File: src/rtl/memcpy_burst_sequencer_if.sv
// Command/response bundle between the memcpy burst sequencer and the host
// AXI master engines: paired read/write burst commands plus the write B
// response strobe used for credit return and error reporting.
interface memcpy_burst_sequencer_if;
    logic        rd_cmd_valid;
    logic        rd_cmd_ready;
    logic [63:0] rd_cmd_addr;
    logic [7:0]  rd_cmd_len;
    logic        wr_cmd_valid;
    logic        wr_cmd_ready;
    logic [63:0] wr_cmd_addr;
    logic [7:0]  wr_cmd_len;
    logic        wr_burst_done;
    logic        wr_burst_err;

    modport master (
        output rd_cmd_valid, rd_cmd_addr, rd_cmd_len,
        output wr_cmd_valid, wr_cmd_addr, wr_cmd_len,
        input  rd_cmd_ready, wr_cmd_ready, wr_burst_done, wr_burst_err
    );

    modport slave (
        input  rd_cmd_valid, rd_cmd_addr, rd_cmd_len,
        input  wr_cmd_valid, wr_cmd_addr, wr_cmd_len,
        output rd_cmd_ready, wr_cmd_ready, wr_burst_done, wr_burst_err
    );
endinterface

File: src/rtl/memcpy_burst_sequencer.sv
// Memcpy burst sequencer: splits a copy into AXI-legal bursts (max length,
// no 4 KB crossing on either address), issues each as a paired read/write
// command, limits bursts in flight and reports completion and errors.
module memcpy_burst_sequencer #(
    parameter int unsigned DATA_BYTES      = 64,
    parameter int unsigned MAX_BURST_BEATS = 64,
    parameter int unsigned MAX_OUTSTANDING = 8,
    parameter int unsigned CNT_WIDTH       = 16
) (
    input  logic                     clk,
    input  logic                     rst_n,
    input  logic                     pattern_memcpy_enable,
    input  logic [63:0]              pattern_source_address,
    input  logic [63:0]              pattern_target_address,
    input  logic [63:0]              pattern_total_number,
    memcpy_burst_sequencer_if.master bus,
    output logic                     pattern_memcpy_done,
    output logic                     memcpy_error,
    output logic [CNT_WIDTH-1:0]     burst_count,
    output logic                     busy
);

    localparam int unsigned OFS = $clog2(DATA_BYTES);
    localparam int unsigned OW  = $clog2(MAX_OUTSTANDING + 1);
    localparam logic [63:0] MAX_BYTES = 64'(MAX_BURST_BEATS * DATA_BYTES);
    localparam logic [63:0] BYTE_MASK = 64'(DATA_BYTES - 1);
    localparam logic [OW-1:0] OUT_MAX = OW'(MAX_OUTSTANDING);

    typedef enum logic [2:0] {
        S_IDLE,
        S_CALC,
        S_ISSUE,
        S_DRAIN,
        S_DONE
    } state_t;

    state_t          state_q, state_d;
    logic            en_q;
    logic [63:0]     src_q, tgt_q, rem_q, chunk_q;
    logic [7:0]      len_q;
    logic            rd_pend_q, wr_pend_q;
    logic [OW-1:0]   outst_q;
    logic            done_q, err_q;
    logic [CNT_WIDTH-1:0] cnt_q;

    logic            start;
    logic            rd_valid, wr_valid, rd_fire, wr_fire, issue;
    logic            stall, abort;
    logic [63:0]     src_room, tgt_room, chunk_d;
    logic [7:0]      len_d;

    assign start    = pattern_memcpy_enable && !en_q && (state_q == S_IDLE);
    assign stall    = (outst_q == OUT_MAX);
    // Abort only while neither half of the burst has been accepted; a
    // half-accepted burst must still complete its other command.
    assign abort    = err_q && rd_pend_q && wr_pend_q;
    assign src_room = 64'd4096 - {52'd0, src_q[11:0]};
    assign tgt_room = 64'd4096 - {52'd0, tgt_q[11:0]};

    // Burst size: smallest of remaining, max burst and both 4 KB page rooms.
    always_comb begin
        chunk_d = rem_q;
        if (chunk_d > MAX_BYTES) chunk_d = MAX_BYTES;
        if (chunk_d > src_room)  chunk_d = src_room;
        if (chunk_d > tgt_room)  chunk_d = tgt_room;
        len_d = 8'((chunk_d >> OFS) - 64'd1);
    end

    // State register.
    always_ff @(posedge clk or negedge rst_n) begin
        if (!rst_n) state_q <= S_IDLE;
        else        state_q <= state_d;
    end

    // Next-state logic and command handshakes.
    always_comb begin
        state_d  = state_q;
        rd_valid = 1'b0;
        wr_valid = 1'b0;
        rd_fire  = 1'b0;
        wr_fire  = 1'b0;
        issue    = 1'b0;
        case (state_q)
            S_IDLE: begin
                if (start) state_d = S_CALC;
            end
            S_CALC: begin
                if (err_q || rem_q == 64'd0) state_d = S_DRAIN;
                else                         state_d = S_ISSUE;
            end
            S_ISSUE: begin
                if (abort) begin
                    state_d = S_DRAIN;
                end else if (!stall) begin
                    rd_valid = rd_pend_q;
                    wr_valid = wr_pend_q;
                    rd_fire  = rd_valid && bus.rd_cmd_ready;
                    wr_fire  = wr_valid && bus.wr_cmd_ready;
                    if ((!rd_pend_q || rd_fire) && (!wr_pend_q || wr_fire)) begin
                        issue   = 1'b1;
                        state_d = S_CALC;
                    end
                end
            end
            S_DRAIN: begin
                if (outst_q == '0) state_d = S_DONE;
            end
            S_DONE: begin
                state_d = S_IDLE;
            end
            default: state_d = S_IDLE;
        endcase
    end

    // Copy datapath: latch on start, size in CALC, advance on issue.
    always_ff @(posedge clk or negedge rst_n) begin
        if (!rst_n) begin
            en_q      <= 1'b0;
            src_q     <= '0;
            tgt_q     <= '0;
            rem_q     <= '0;
            chunk_q   <= '0;
            len_q     <= '0;
            rd_pend_q <= 1'b0;
            wr_pend_q <= 1'b0;
            done_q    <= 1'b0;
            err_q     <= 1'b0;
            cnt_q     <= '0;
        end else begin
            en_q <= pattern_memcpy_enable;
            if (start) begin
                src_q  <= pattern_source_address;
                tgt_q  <= pattern_target_address;
                rem_q  <= pattern_total_number & ~BYTE_MASK;
                done_q <= 1'b0;
                err_q  <= 1'b0;
                cnt_q  <= '0;
            end else if (bus.wr_burst_done && bus.wr_burst_err) begin
                err_q <= 1'b1;
            end
            if (state_q == S_CALC && rem_q != 64'd0) begin
                chunk_q   <= chunk_d;
                len_q     <= len_d;
                rd_pend_q <= 1'b1;
                wr_pend_q <= 1'b1;
            end
            if (rd_fire) rd_pend_q <= 1'b0;
            if (wr_fire) wr_pend_q <= 1'b0;
            if (issue) begin
                src_q <= src_q + chunk_q;
                tgt_q <= tgt_q + chunk_q;
                rem_q <= rem_q - chunk_q;
                if (cnt_q != '1) cnt_q <= cnt_q + CNT_WIDTH'(1);
            end
            if (state_q == S_DONE) done_q <= 1'b1;
        end
    end

    // Bursts in flight: +1 on issue, -1 on B response, never below zero.
    always_ff @(posedge clk or negedge rst_n) begin
        if (!rst_n) begin
            outst_q <= '0;
        end else begin
            case ({issue, bus.wr_burst_done && outst_q != '0})
                2'b10:   outst_q <= outst_q + OW'(1);
                2'b01:   outst_q <= outst_q - OW'(1);
                default: outst_q <= outst_q;
            endcase
        end
    end

    assign bus.rd_cmd_valid    = rd_valid;
    assign bus.rd_cmd_addr     = src_q;
    assign bus.rd_cmd_len      = len_q;
    assign bus.wr_cmd_valid    = wr_valid;
    assign bus.wr_cmd_addr     = tgt_q;
    assign bus.wr_cmd_len      = len_q;
    assign pattern_memcpy_done = done_q;
    assign memcpy_error        = err_q;
    assign burst_count         = cnt_q;
    assign busy                = (state_q != S_IDLE);

endmodule
File: src/flat_wrapper.sv
// flat-port wrapper written by rule: the top's interface ports become plain ports
module memcpy_burst_sequencer_flat 
#(
    parameter int unsigned DATA_BYTES      = 64,
    parameter int unsigned MAX_BURST_BEATS = 64,
    parameter int unsigned MAX_OUTSTANDING = 8,
    parameter int unsigned CNT_WIDTH       = 16
)
  (clk, rst_n, pattern_memcpy_enable, pattern_source_address, pattern_target_address, pattern_total_number, pattern_memcpy_done, memcpy_error, burst_count, busy, bus_rd_cmd_valid, bus_rd_cmd_addr, bus_rd_cmd_len, bus_wr_cmd_valid, bus_wr_cmd_addr, bus_wr_cmd_len, bus_rd_cmd_ready, bus_wr_cmd_ready, bus_wr_burst_done, bus_wr_burst_err);
  memcpy_burst_sequencer_if bus_i ();
  input  logic clk;
  input  logic rst_n;
  input  logic pattern_memcpy_enable;
  input  logic [63:0] pattern_source_address;
  input  logic [63:0] pattern_target_address;
  input  logic [63:0] pattern_total_number;
  output logic pattern_memcpy_done;
  output logic memcpy_error;
  output logic [CNT_WIDTH-1:0] burst_count;
  output logic busy;
  output wire logic [$bits(bus_i.rd_cmd_valid)-1:0] bus_rd_cmd_valid;
  output wire logic [$bits(bus_i.rd_cmd_addr)-1:0] bus_rd_cmd_addr;
  output wire logic [$bits(bus_i.rd_cmd_len)-1:0] bus_rd_cmd_len;
  output wire logic [$bits(bus_i.wr_cmd_valid)-1:0] bus_wr_cmd_valid;
  output wire logic [$bits(bus_i.wr_cmd_addr)-1:0] bus_wr_cmd_addr;
  output wire logic [$bits(bus_i.wr_cmd_len)-1:0] bus_wr_cmd_len;
  input wire logic [$bits(bus_i.rd_cmd_ready)-1:0] bus_rd_cmd_ready;
  input wire logic [$bits(bus_i.wr_cmd_ready)-1:0] bus_wr_cmd_ready;
  input wire logic [$bits(bus_i.wr_burst_done)-1:0] bus_wr_burst_done;
  input wire logic [$bits(bus_i.wr_burst_err)-1:0] bus_wr_burst_err;
  assign bus_rd_cmd_valid = bus_i.rd_cmd_valid;
  assign bus_rd_cmd_addr = bus_i.rd_cmd_addr;
  assign bus_rd_cmd_len = bus_i.rd_cmd_len;
  assign bus_wr_cmd_valid = bus_i.wr_cmd_valid;
  assign bus_wr_cmd_addr = bus_i.wr_cmd_addr;
  assign bus_wr_cmd_len = bus_i.wr_cmd_len;
  assign bus_i.rd_cmd_ready = bus_rd_cmd_ready;
  assign bus_i.wr_cmd_ready = bus_wr_cmd_ready;
  assign bus_i.wr_burst_done = bus_wr_burst_done;
  assign bus_i.wr_burst_err = bus_wr_burst_err;
  memcpy_burst_sequencer #(.DATA_BYTES(DATA_BYTES), .MAX_BURST_BEATS(MAX_BURST_BEATS), .MAX_OUTSTANDING(MAX_OUTSTANDING), .CNT_WIDTH(CNT_WIDTH)) u_core (.clk(clk), .rst_n(rst_n), .pattern_memcpy_enable(pattern_memcpy_enable), .pattern_source_address(pattern_source_address), .pattern_target_address(pattern_target_address), .pattern_total_number(pattern_total_number), .bus(bus_i), .pattern_memcpy_done(pattern_memcpy_done), .memcpy_error(memcpy_error), .burst_count(burst_count), .busy(busy));
endmodule
File: config.mk
export PLATFORM = sky130hd
export DESIGN_NAME = memcpy_burst_sequencer_flat
export DESIGN_NICKNAME = d
export VERILOG_FILES = /design/src/rtl/memcpy_burst_sequencer_if.sv /design/src/rtl/memcpy_burst_sequencer.sv /design/src/flat_wrapper.sv
export SDC_FILE = /design/constraint.sdc
export NUM_CORES = 1
export LEC_CHECK = 0
export CORE_MARGIN = 8
export CORE_UTILIZATION = 38
export CTS_BUF_LIST = sky130_fd_sc_hd__clkbuf_16
export DETAILED_ROUTE_END_ITERATION = 8
export PLACE_DENSITY = 0.55
export SYNTH_ARGS = -nofsm -noshare
export SYNTH_HDL_FRONTEND = slang
export SYNTH_SLANG_ARGS = --single-unit
export TNS_END_PERCENT = 1
File: constraint.sdc
create_clock -name clk -period 9.99 [get_ports clk]
set_clock_uncertainty 0.15 [all_clocks]
set_input_delay 1.4985 -clock clk [delete_from_list [all_inputs] [get_ports clk]]
set_output_delay 1.4985 -clock clk [all_outputs]
set_load 0.01 [all_outputs]
==> results of run 1 <==
[state kept, by name, indices dropped and copies added, names as in the netlist]
register                    flops
u_core.rem_q                   64
u_core.wr_pend_q                1
u_core.outst_q                  4
u_core.bus.rd_cmd_addr         64
u_core.en_q                     1
u_core.burst_count             16
u_core.rd_pend_q                1
u_core.pattern_memcpy_done      1
u_core.bus.rd_cmd_len           8
u_core.memcpy_error             1
u_core.bus.wr_cmd_addr         64
u_core.chunk_q                 64
u_core.state_q                  3
[cells in the mapped netlist, types with 20 or more instances]
| cell | number |
|---|---|
| sky130_fd_sc_hd__clkbuf_1 | 117 |
| sky130_fd_sc_hd__o21a_1 | 21 |
| sky130_fd_sc_hd__nor3_1 | 48 |
| sky130_fd_sc_hd__nor4_1 | 36 |
| sky130_fd_sc_hd__nand4_1 | 44 |
| sky130_fd_sc_hd__o21bai_1 | 33 |
| sky130_fd_sc_hd__o21ai_0 | 160 |
| sky130_fd_sc_hd__dfrtp_1 | 292 |
| sky130_fd_sc_hd__and3_1 | 38 |
| sky130_fd_sc_hd__ha_1 | 222 |
| sky130_fd_sc_hd__inv_1 | 137 |
| sky130_fd_sc_hd__mux2i_1 | 36 |
| sky130_fd_sc_hd__xnor2_1 | 101 |
| sky130_fd_sc_hd__a21oi_1 | 245 |
| sky130_fd_sc_hd__xor2_1 | 89 |
| sky130_fd_sc_hd__a21o_1 | 90 |
| sky130_fd_sc_hd__nor2b_1 | 29 |
| sky130_fd_sc_hd__or3_1 | 20 |
| sky130_fd_sc_hd__nand2b_1 | 41 |
| sky130_fd_sc_hd__nand2_1 | 589 |
| sky130_fd_sc_hd__nor2_1 | 301 |
| sky130_fd_sc_hd__a31oi_1 | 151 |
| sky130_fd_sc_hd__nand3_1 | 71 |
[area by class of cell]
cell class              instances  area, um^2  share of cell area, %
flip-flops and latches        292        7307                  24.23
inverters                     139       529.3                  1.755
well taps                     855        1070                  3.547
multi-input cells            2635       16380                  54.30
clock buffers                  38       950.9                  3.153
clock inverters                29       220.2                 0.7302
repair buffers                372        3704                  12.28
[through the flow]
stage | power, mW | std cells | utilization [%] | instance area [um^2]
4_1_cts | 8.940 | 4360 | 46.70 | 30160
6_report | 8.909 | 4360 | 46.70 | 30160
3_3_place_gp | 7.466 | 4293 | 44.88 | 28990
5_1_grt | 9.624 | 4360 | 46.70 | 30160
3_5_place_dp | 7.540 | 4293 | 44.88 | 28990
2_1_floorplan | 5.716 | 3218 | - | 24860
[worst max-delay path: cells and delay by family, from the launching register on]
family | cells | cell delay [ns]
AOI/OAI and AO/OA | 11 | 2.45
and+or+nand+nor | 8 | 2.41
muxes | 2 | 0.77
adders and majority gates | 3 | 0.72
DFF | 1 | 0.40
buffers and inverters | 1 | 0.28
xor gates and xnor gates | 1 | 0.17
[worst max-delay path by stage]
stage                          start                  endpoint  slack (ns)  cells after the start
CTS                 u_core.rem_q[27]  u_core.bus.rd_cmd_len[6]        2.44                     26
global route        u_core.rem_q[27]  u_core.bus.rd_cmd_len[6]        1.86                     26
global placement    u_core.rem_q[27]  u_core.bus.rd_cmd_len[5]        2.58                     25
finish              u_core.rem_q[27]  u_core.bus.rd_cmd_len[6]        2.49                     26
floorplan           u_core.rem_q[47]  u_core.bus.rd_cmd_len[5]        4.22                     28
detailed placement  u_core.rem_q[27]  u_core.bus.rd_cmd_len[6]        2.49                     26
[cell families after synthesis]
logic type,after synthesis
AOI/OAI and AO/OA,905
buffers and inverters,291
adders and majority gates,226
and+or+nand+nor,1275
muxes,39
xor gates and xnor gates,190
DFF,292
[metal layers]
layer  vias up  global-route usage [%]  routed length, um  part of all wire [%]
li1      12010                       -                  -                     -
met1     11870                   32.48              42840                    45
met2       627                   42.25              45190                    48
met3        97                   3.306               4398                   4.7
met4         0                   5.661               2009                   2.1
met5         -                       0                  0                     0
[power groups by stage]
stage | Sequential (mW) | Combinational, mW | Clock (mW)
after CTS | 2.21 | 5.35 | 1.38
after detailed placement | 2.22 | 5.32 | 0
after floorplan | 2.11 | 3.61 | 0
final | 2.21 | 5.37 | 1.34
after global routing | 2.27 | 5.93 | 1.42
after global placement | 2.22 | 5.25 | 0
==> summary.md, run 1 <==
The tools report the combined area of all synthesized cells as 0.02486 mm^2. Required time of the critical path: 10.25 ns. Hold path startpoint: u_core.bus.rd_cmd_len[4]. The slowest stage of the critical path belongs to the cell sky130_fd_sc_hd__a21boi_1. The share of synthesized area spent on multiplexers was 1.586%; the largest net degree at the start of global routing was 187.

Across all setup checks in the final design, the least slack found is 2.489 ns. The minimum setup slack among reg-to-reg paths came out at 2.49 ns. The first global-routing pass estimated 145900 um of wire. Measured in cells, the most critical reg-to-reg path has a length of 26.

The number of port buffers is 357, and the average cell area after synthesis is 7.724 um^2. Via count of the first global-routing pass: 24560. TritonCTS built the clock tree. For the worst setup path, the data arrival time is 7.77 ns. In this run the post-CTS setup repair buffer count came out at 0.

Leaving out fill and tap cells, the most frequent cells in the layout are 589 x sky130_fd_sc_hd__nand2_1, 356 x sky130_fd_sc_hd__clkdlybuf4s50_1, 300 x sky130_fd_sc_hd__nor2_1. At the later pin of the worst-skew pair, clock insertion delay measures 0.57 ns. For this block, the routed nets add up to 94430 um of wire. Of all nets on the critical path, the largest fanout is 16. Switching share of total power: 46.43%. Of the total power, registers draw 24.8%. The share of the Yosys chip area taken by registers is 29.40%. The path with the worst hold slack has its endpoint at u_core.bus.rd_cmd_len[4]. The pre-antenna-repair detailed-routing pass consisted of 6 iterations. At the placement stage, the worst setup path has a slack of 2.494 ns.

Cells with a size suffix above 1 make up 3.481% of the layout. The kind of path behind the tightest hold check was flip-flop to flip-flop. The sum of net half-perimeters after detailed placement came out at 74040 um. The number of register bits inferred by synthesis is 292. Endpoint of the worst-slack reg-to-reg timing path: u_core.bus.rd_cmd_len[6].

The number of hold buffers added after CTS was 0. The H-tree generated during clock tree synthesis spans 2 levels. In this design, the stage delay of the slowest critical-path cell is 0.71 ns. The kind of start point of the critical path was a flip-flop.

The clock buffer count from CTS is 38. For this run, the leading register cell type out of synthesis is sky130_fd_sc_hd__dfrtp_1. The synthesized-area fraction occupied by ao, oa, aoi and oai cells is 23.26%. For this run, design rule violations remaining after detail routing come to 0. Sorting the synthesized cells by area gives the leading types as sky130_fd_sc_hd__dfrtp_1 29%, sky130_fd_sc_hd__ha_1 11%, sky130_fd_sc_hd__nand2_1 8.9%, sky130_fd_sc_hd__a21oi_1 4.9%, sky130_fd_sc_hd__nor2_1 4.5%. After detailed routing, the average wire length per cell comes to 21.66 um. The tools report the startpoint of the worst-slack reg-to-reg timing path as u_core.rem_q[27]. The xor and xnor fraction of the mapped netlist area is 6.695%, and the number of buffers between clock root and the deepest sink is 3. The cell with the most instances on the worst path is sky130_fd_sc_hd__o21ai_0. The largest family of logic cells by synthesized area is compound AO/OA/AOI/OAI gates. The routed via count came out at 24600. The run finished with clean final reports. Combinational logic is responsible for 60.2% of the overall power.

Static timing analysis puts the maximum clock frequency at 0.1333 GHz. The tools report the final-stage net count as 3903. The congestion estimate from routability-driven global placement came to 0.9402. The final-layout setup total negative slack is 0 ns, and the area share of and/or/nand/nor cells after synthesis is 22.79%.

For this design the static power due to leakage is 13.63 nW. Summing the areas of all fa, ha and maj instances in the mapped netlist gives 11.50% of the synthesized area. The DRC violation total after the first TritonRoute iteration was 1833; the number of synthesized flops with an enable pin was 0. The power density over the cells was 295.4 mW/mm^2; the clock sink count was 292.

The tool flagged a number of max-cap violations equal to 0. After clock tree synthesis, the clock-pin slew on the worst setup and hold paths is 0.06 ns. The cell count after synthesis came out at 3218. Measured along the x axis, the die boundary spans 271.8 um.

The run gives 0 as the total of warnings raised by yosys. Cell type with the highest aggregate area in the netlist: sky130_fd_sc_hd__dfrtp_1. After filler insertion, the fill cell instance count of the layout stands at 6470.

The number of different library cells used by synthesis comes to 89. The number of antenna violations at the first check in global routing is 0, and the measured slew at the worst slew-check pin is 1.069 ns. The tools report the buffer type at the clock tree root as sky130_fd_sc_hd__clkbuf_16.

Setup repair after global routing left no endpoint under its margin. Initial standard-cell utilization of the core: 38.49%. Counting flops with an async set or reset pin after synthesis yields a share of 100.0%. The vertical die dimension is 271.8 um, and the final period utilization is 75.08%. The library cell used most frequently in the layout, excluding fill and tap cells, is sky130_fd_sc_hd__nand2_1. The worst pin sits at a relative slew slack of 28.37%.

For this design the total switching power over the nets is 4.136 mW. The run gives 0.0001103 V as the maximum resistive drop on vdd. The number of vias per cell after detailed routing is 5.641, and the remaining antenna violation count after routing is 0. The tools report the full die area as 0.07385 mm^2. The run gives 15.0% as the power share of the clock group.

The overall global routing resource usage came out at 24.56%. STA classifies the critical path endpoint as a flip-flop. Of the post-synthesis cell area, the dominant cell type holds 29.40%. The smallest clock period supported by the final layout is computed as 7.501 ns. Post-cts sizing count: 0.

The count of pins over their slew limit came out at 0. Global routing finished with a remaining overflow of 0. The number of antenna cells inserted was 0; the count of endpoints failing hold in the final timing report was 0. Internal power component: 4.772 mW. The floorplan has 93 rows. The number of nets in the synthesized netlist came out at 3643.

The worst hold path passes through 2 cells. Hold is met by 0.3506 ns. The tools report the total setup violations reported at the end of the flow as 0. The core region is 0.06458 mm^2. The critical path class was flip-flop to flip-flop. 364 I/O pins were placed.

Compared with the post-synthesis result, the final layout area differs by 21.33%.
No activity file was read; power rests on OpenSTA's default activity.
==> inputs of run 2 (changes only) <==
--- a/config.mk
+++ b/config.mk
@@ -9,7 +9,7 @@
 export CORE_UTILIZATION = 38
 export CTS_BUF_LIST = sky130_fd_sc_hd__clkbuf_16
 export DETAILED_ROUTE_END_ITERATION = 8
-export PLACE_DENSITY = 0.55
+export PLACE_DENSITY = 0.58
 export SYNTH_ARGS = -nofsm -noshare
 export SYNTH_HDL_FRONTEND = slang
 export SYNTH_SLANG_ARGS = --single-unit
==> constraint.sdc (replaced) <==
create_clock -name clk -period 6.15 [get_ports clk]
set_clock_uncertainty 0.15 [all_clocks]
set_input_delay 0.9225 -clock clk [delete_from_list [all_inputs] [get_ports clk]]
set_output_delay 0.9225 -clock clk [all_outputs]
set_load 0.01 [all_outputs]
==> summary.md, run 2 (synthesis results as in run 1) <==
Entering global routing, the biggest net connects 155 pins. The post-route worst setup slack came out at 0.3389 ns. The flow ran to the end, and the final reports show no timing, DRC or antenna violations. In this run the power density over the cells is 482.8 mW/mm^2. The placement-stage worst setup slack was 0.06338 ns. At the pin with the least slew margin, the transition time is 1.017 ns. For this run, design rule violations remaining after detail routing come to 0. The sum of internal, switching and leakage power is 14.83 mW, and the detailed-routing iteration count for the pre-antenna-repair pass is 5. Of the available clock period, the critical path in the final layout requires 94.49%. The tree is rooted in a sky130_fd_sc_hd__clkbuf_16.

In this run the number of H-tree levels came out at 2. STA classifies the critical path startpoint as a flip-flop. The leading cell type in the layout, fill and taps excluded was sky130_fd_sc_hd__nand2_1. The fmax came out at 0.1721 GHz.

The clock reaches the later pin of the worst-skew pair after 0.57 ns. The tools report the remaining antenna violation count after routing as 0. Routability-driven placement finished with a final weighted congestion of 0.9414. Leaving out fill and tap cells, the most frequent cells in the layout are 589 x sky130_fd_sc_hd__nand2_1, 356 x sky130_fd_sc_hd__clkdlybuf4s50_1, 300 x sky130_fd_sc_hd__nor2_1. For the sum of net half-perimeters after detailed placement, the log shows 71940 um. The combinational cell fraction of total power is 60.8%, and the number of vias per cell after detailed routing is 5.561.

In this run, the number of DRC markers left after iteration 0 of detailed routing was 1763. The first-pass GRT wire length was 142800 um; the arrival time at the worst endpoint was 6.06 ns. 364 I/O pins were placed. Global routing used 23.98% of the available tracks.

The routed layout has 24530 vias. Clock buffer count from CTS: 38. The via count of the first global-routing pass is 24110, and the internal power component is 8.069 mW. The final wirelength was 91610 um; the number of cells on the worst reg-to-reg path was 25.

Dividing the detail-routed wire length by the instance count gives 20.77 um. Required time of the critical path: 6.40 ns. The tools report the power share of the clock group as 15.2%. The clock passes through at most 3 buffers. After clock tree synthesis, the clock-pin slew on the worst setup and hold paths is 0.05 ns.

The number of antenna violations at the first check in global routing was 3; the count of endpoints failing hold in the final timing report was 0. The shortest period the worst path allows came out at 5.811 ns. In this run, flip-flops and latches consume 24.0% of the power. In this run the static leakage power is 13.86 nW. The area of all sequential standard cells came out at 0.007307 mm^2. Area of combinational cells with multiple inputs: 0.01647 mm^2.

The floorplan step defined a die boundary enclosing 0.07385 mm^2. In this run the power spent charging and discharging nets is 6.763 mW. Number of port buffers: 357. In this run the standard cell core region covers 0.06458 mm^2.

In this run the worst path has a maximum fanout of 7. The critical path in this run is classified as flip-flop to flip-flop. The filler cell count in the final layout came out at 6440. The width of the chip is 271.8 um, and the remaining max-slew budget at the tightest pin is 31.59%. For the number of hold buffers added after CTS, the log shows 0.

The count of pins over their slew limit was 0; the area added between synthesis and finish was 23.59%. In this run the vertical extent of the chip is 271.8 um. The initial standard-cell utilization of the core was 38.49%.

Setup total negative slack on the finished layout was measured at 0 ns. Setup repair after global routing left no endpoint under its margin. The number of cell rows was 93; the total setup violations reported at the end of the flow was 0.

For this design, the sink count on the clock tree is 292. TritonCTS built the clock tree. The fraction of layout cells with a size suffix above 1 was 5.321%; the maximum resistive drop on vdd was 0.0002534 V. STA classifies the critical path endpoint as a flip-flop. At the end of the flow, the number of nets in the layout was 3951. Global routing finished with a remaining overflow of 0. The switching share of total power works out to 45.60%.

In this run the worst hold path is classified as input pin to asynchronous set/reset pin. Across the run, the number of max-cap violations was 0.
==> run 2: cell count changes in the layout (fill, tap and decap cells not counted), moves of 2 or more <==
cell,change
sky130_fd_sc_hd__buf_12,+4
sky130_fd_sc_hd__mux2i_1,-6
sky130_fd_sc_hd__inv_1,-5
sky130_fd_sc_hd__buf_4,+43
sky130_fd_sc_hd__inv_6,-2
sky130_fd_sc_hd__clkinvlp_4,+4
sky130_fd_sc_hd__nor4_2,+5
sky130_fd_sc_hd__nor4_1,-6
sky130_fd_sc_hd__mux2i_2,+4
sky130_fd_sc_hd__o21ai_0,-2
sky130_fd_sc_hd__mux2i_4,+2
sky130_fd_sc_hd__o21ai_1,+2
sky130_fd_sc_hd__diode_2,+3
==> run 2: cell type report <==
class	instances	area share (%)
Clock inverter	27	0.7698
Antenna cell	3	0.02444
Inverter	139	1.723
Timing Repair Buffer	420	13.40
Clock buffer	39	3.177
Multi-Input combinational cell	2635	53.63
Sequential cell	292	23.79
Tap cell	855	3.483
==> run 2: per-layer routing <==
layer | share of wire (%) | up-vias | track usage, %
met5 | 0 | - | 0
met4 | 2.2 | 0 | 5.661
met3 | 5.0 | 105 | 3.139
met2 | 47 | 655 | 40.48
met1 | 45 | 11660 | 32.35
li1 | - | 12110 | -
==> run 2: power groups by stage <==
| stage | clock network (mW) | logic, mW | registers (mW) |
|---|---|---|---|
| finish | 2.25 | 9.02 | 3.57 |
| global route | 2.38 | 10.0 | 3.66 |
| CTS | 2.31 | 8.89 | 3.55 |
| detailed placement | 0 | 8.84 | 3.57 |
| global placement | 0 | 8.85 | 3.56 |
| floorplan | 0 | 5.86 | 3.43 |
==> run 2: what timing repair did <==
item | CTS | global route
resized for setup | 0 | 21
endpoints found under the hold margin | 0 | 0
buffers inserted | 0 | 1
endpoints found under the setup margin | 0 | 10
==> run 2: path summary, 6_finish.rpt <==
| check | startpoint | to | slack (ns) |
|---|---|---|---|
| min | rst_n | u_core.burst_count[9] | 0.19 |
| max reg2reg | u_core.bus.rd_cmd_addr[3] | u_core.bus.rd_cmd_len[6] | 0.34 |
| min in group clk | u_core.bus.rd_cmd_len[3] | u_core.bus.rd_cmd_len[3] | 0.35 |
| min reg2reg | u_core.bus.rd_cmd_len[3] | u_core.bus.rd_cmd_len[3] | 0.35 |
| max | u_core.bus.rd_cmd_addr[3] | u_core.bus.rd_cmd_len[6] | 0.34 |
| max in group asynchronous | rst_n | u_core.bus.rd_cmd_addr[23] | 4.36 |
==> run 2: worst max-delay path, cell delays in order, from the launching register on <==
cell and delay, ns:
sky130_fd_sc_hd__dfrtp_1 0.47, sky130_fd_sc_hd__nor4_1 0.83, sky130_fd_sc_hd__nand2_1 0.22, sky130_fd_sc_hd__nor4_1 0.26, sky130_fd_sc_hd__xor2_1 0.29, sky130_fd_sc_hd__ha_1 0.30, sky130_fd_sc_hd__a21oi_1 0.14, sky130_fd_sc_hd__nor2b_1 0.07
sky130_fd_sc_hd__o21ai_1 0.12, sky130_fd_sc_hd__o211ai_1 0.10, sky130_fd_sc_hd__o221a_2 0.25, sky130_fd_sc_hd__mux2_2 0.30, sky130_fd_sc_hd__ha_1 0.30, sky130_fd_sc_hd__nor2b_1 0.12, sky130_fd_sc_hd__o21ai_0 0.09, sky130_fd_sc_hd__a21o_1 0.18
sky130_fd_sc_hd__a21oi_1 0.11, sky130_fd_sc_hd__o21ai_0 0.10, sky130_fd_sc_hd__a21oi_2 0.18, sky130_fd_sc_hd__buf_6 0.19, sky130_fd_sc_hd__mux2i_4 0.26, sky130_fd_sc_hd__ha_2 0.20, sky130_fd_sc_hd__nand2_1 0.05, sky130_fd_sc_hd__nor2_1 0.10
sky130_fd_sc_hd__xor2_1 0.19, sky130_fd_sc_hd__o21ai_0 0.09
==> run 2: through the flow <==
step	instance area (um^2)	util (%)	hold slack, ns	instances
2_1_floorplan	24860	-	0.3174	3218
3_3_place_gp	29390	45.51	0.3366	4340
3_5_place_dp	29390	45.51	0.3407	4340
4_1_cts	30600	47.39	0.2327	4406
5_1_grt	30720	47.56	0.2638	4409
6_report	30720	47.57	0.1913	4410
==> inputs of run 3 (changes only) <==
--- a/config.mk
+++ b/config.mk
@@ -5,11 +5,11 @@
 export SDC_FILE = /design/constraint.sdc
 export NUM_CORES = 1
 export LEC_CHECK = 0
-export CORE_MARGIN = 8
-export CORE_UTILIZATION = 38
-export CTS_BUF_LIST = sky130_fd_sc_hd__clkbuf_16
+export CORE_MARGIN = 3
+export CORE_UTILIZATION = 52
+export CTS_BUF_LIST = sky130_fd_sc_hd__clkbuf_8
 export DETAILED_ROUTE_END_ITERATION = 8
-export PLACE_DENSITY = 0.58
+export PLACE_DENSITY = 0.76
 export SYNTH_ARGS = -nofsm -noshare
 export SYNTH_HDL_FRONTEND = slang
 export SYNTH_SLANG_ARGS = --single-unit
==> summary.md, run 3 (synthesis results as in run 1) <==
The run finished with clean final reports. The leakage component of the power was 13.80 nW; the initial standard-cell utilization of the core was 53.05%. For this run, the total global-route usage over all layers was measured as 32.86%.

The arrival time at the worst endpoint is 6.14 ns, and the largest incremental delay on the critical path is 0.40 ns. The register clock-pin slew on the reported worst setup and hold paths came out at 0.06 ns. STA classifies the critical path startpoint as a flip-flop. The final period utilization was 94.05%; the number of antenna violations at the first check in global routing was 0. For the finished layout, the period the worst path requires is 5.784 ns. The logs give 6 for the detailed-routing iteration count for the pre-antenna-repair pass and 0 for the DRC violation count after routing.

The number of antenna diodes in the final layout is 0. The final-layout setup total negative slack is 0 ns, and the clock sink count is 292. The logs give 0 for the count of endpoints failing hold in the final timing report and 364 for the boundary pin count.

The clock insertion delay at the later pin of the skew report was 0.65 ns; the routed wirelength normalized by instance count was 20.57 um. The worst setup path is captured at a flip-flop. Required time of the critical path: 6.50 ns.

Vertical die dimension: 224.6 um. TritonCTS built the clock tree. The tightest min-delay check is of the input pin to asynchronous set/reset pin type. Leaving out fill and tap cells, the most frequent cells in the layout are 589 x sky130_fd_sc_hd__nand2_1, 356 x sky130_fd_sc_hd__clkdlybuf4s50_1, 299 x sky130_fd_sc_hd__nor2_1. Cells with a size suffix above 1 make up 5.566% of the layout.

The final wirelength is 85650 um, and the total setup violations reported at the end of the flow is 0. The number of hold buffers added after CTS is 0, and the max-capacitance violation count is 0. The placement-stage worst setup slack was 0.09304 ns. The clock buffer count from CTS was 53; the full die area was 0.05046 mm^2. Leading cell type in the layout, fill and taps excluded: sky130_fd_sc_hd__nand2_1. The met2 track demand over resource in global routing is 53.79%. The clock tree synthesis step divided the H-tree into 2 levels. For this run, global-route usage on met1 was measured as 44.36%. The overflow left after global routing is 0, and the number of buffers between clock root and the deepest sink is 3. The detailed router placed 25360 vias in this run. For the via count of the first global-routing pass, the log shows 24550. For flop-to-flop paths, the worst setup slack is 0.37 ns. The number of port buffers is 357. Critical path class: flip-flop to flip-flop. The largest individual stage delay along the critical path comes from the cell sky130_fd_sc_hd__dfrtp_1.

Of all nets on the critical path, the largest fanout is 8. Dividing total power by cell area gives a power density of 483.9 mW/mm^2. The placeable core area was 0.04685 mm^2. The width of the chip is 224.6 um. The final-stage net count came out at 3944. The DRC violation total after the first TritonRoute iteration was 2171; the post-route worst setup slack was 0.3659 ns. The run gives 4.725% as the met3 usage in global routing. Relative to the synthesized area, the layout overhead comes to 21.36%.

Setup repair after global routing could not meet its margin everywhere. The first-pass GRT wire length is 133000 um. Summed over all nets, the half-perimeter wirelength after detailed placement is 66650 um. The largest net degree at the start of global routing is 215.

Fill cells in the final layout number 4093. Row generation in the floorplan step produced 79 rows. Remaining max-slew budget at the tightest pin: 35.22%. Count of pins over their slew limit: 0. The tools report the maximum resistive drop on vdd as 0.0002248 V. The cell sitting at the root of the clock tree is a sky130_fd_sc_hd__clkbuf_8. The fmax was 0.1729 GHz. The global routing stage identified its most utilized layer as met2. Using the TritonRoute via totals, the vias-per-cell ratio works out to 6.090.

The congestion estimate from routability-driven global placement came to 1.018. The measured slew at the worst slew-check pin is 0.9592 ns. The tools report the remaining antenna violation count after routing as 0.
-- run 3: layout make-up --
class                      count  area, um^2  area share (%)
multi-input combinational   2635       16500           54.69
sequential                   292        7307           24.22
timing repair buffer         398        3929           13.02
clock buffer                  67       922.1           3.057
tap                          607       759.5           2.518
inverter                     139       529.3           1.755
clock inverter                26       220.2          0.7300
-- run 3: timing repair --
action,4_1_cts,5_1_grt
setup buffers,0,3
gates resized for setup,0,27
endpoints found under the setup margin,0,11
-- run 3: stage by stage --
stage                     power [mW]  instances  instance area (um^2)  util (%)  hold WS [ns]
final                          14.60       4164                 30170     64.38        0.1083
after global routing           15.71       4164                 30170     64.38        0.1686
after CTS                      14.37       4160                 30010     64.05        0.1382
after detailed placement       12.27       4067                 28870     61.61        0.3464
after global placement         12.06       4067                 28870     61.61        0.3426
after floorplan                9.285       3218                 24860         -        0.3174
-- run 3: power by group --
group | internal (mW) | switching [mW]
registers | 2.63 | 0.937
clock network | 1.14 | 0.893
logic | 4.11 | 4.89
total | 7.88 | 6.72
-- run 3: metal layers --
layer  share of wire (%)  up-vias
met3                 6.6      201
met4                 3.9        0
met1                  43    12090
met2                  46      999
met5                   0        -
li1                    -    12070
-- run 3: worst paths after layout --
| check | cells past startpoint | from | to |
|---|---|---|---|
| setup / recovery | 30 | u_core.rem_q[24] | u_core.bus.rd_cmd_len[6] |
| hold / removal | 1 | rst_n | u_core.bus.rd_cmd_addr[22] |
| setup reg to reg | 30 | u_core.rem_q[24] | u_core.bus.rd_cmd_len[6] |
| hold reg to reg | 2 | u_core.bus.rd_cmd_len[4] | u_core.bus.rd_cmd_len[4] |
| max in group asynchronous | 2 | rst_n | u_core.burst_count[13] |
| min in group clk | 2 | u_core.bus.rd_cmd_len[4] | u_core.bus.rd_cmd_len[4] |
-- run 3: critical path: cells and delay by family, from the launching register on --
| kind | cells | cell delay, ns |
|---|---|---|
| AO/OA/AOI/OAI | 12 | 1.76 |
| XOR/XNOR | 1 | 0.15 |
| adder cells (fa/ha/maj) | 3 | 0.76 |
| buffers and inverters | 5 | 0.76 |
| flip-flops | 1 | 0.40 |
| multiplexers | 2 | 0.57 |
| AND/OR/NAND/NOR | 7 | 1.09 |
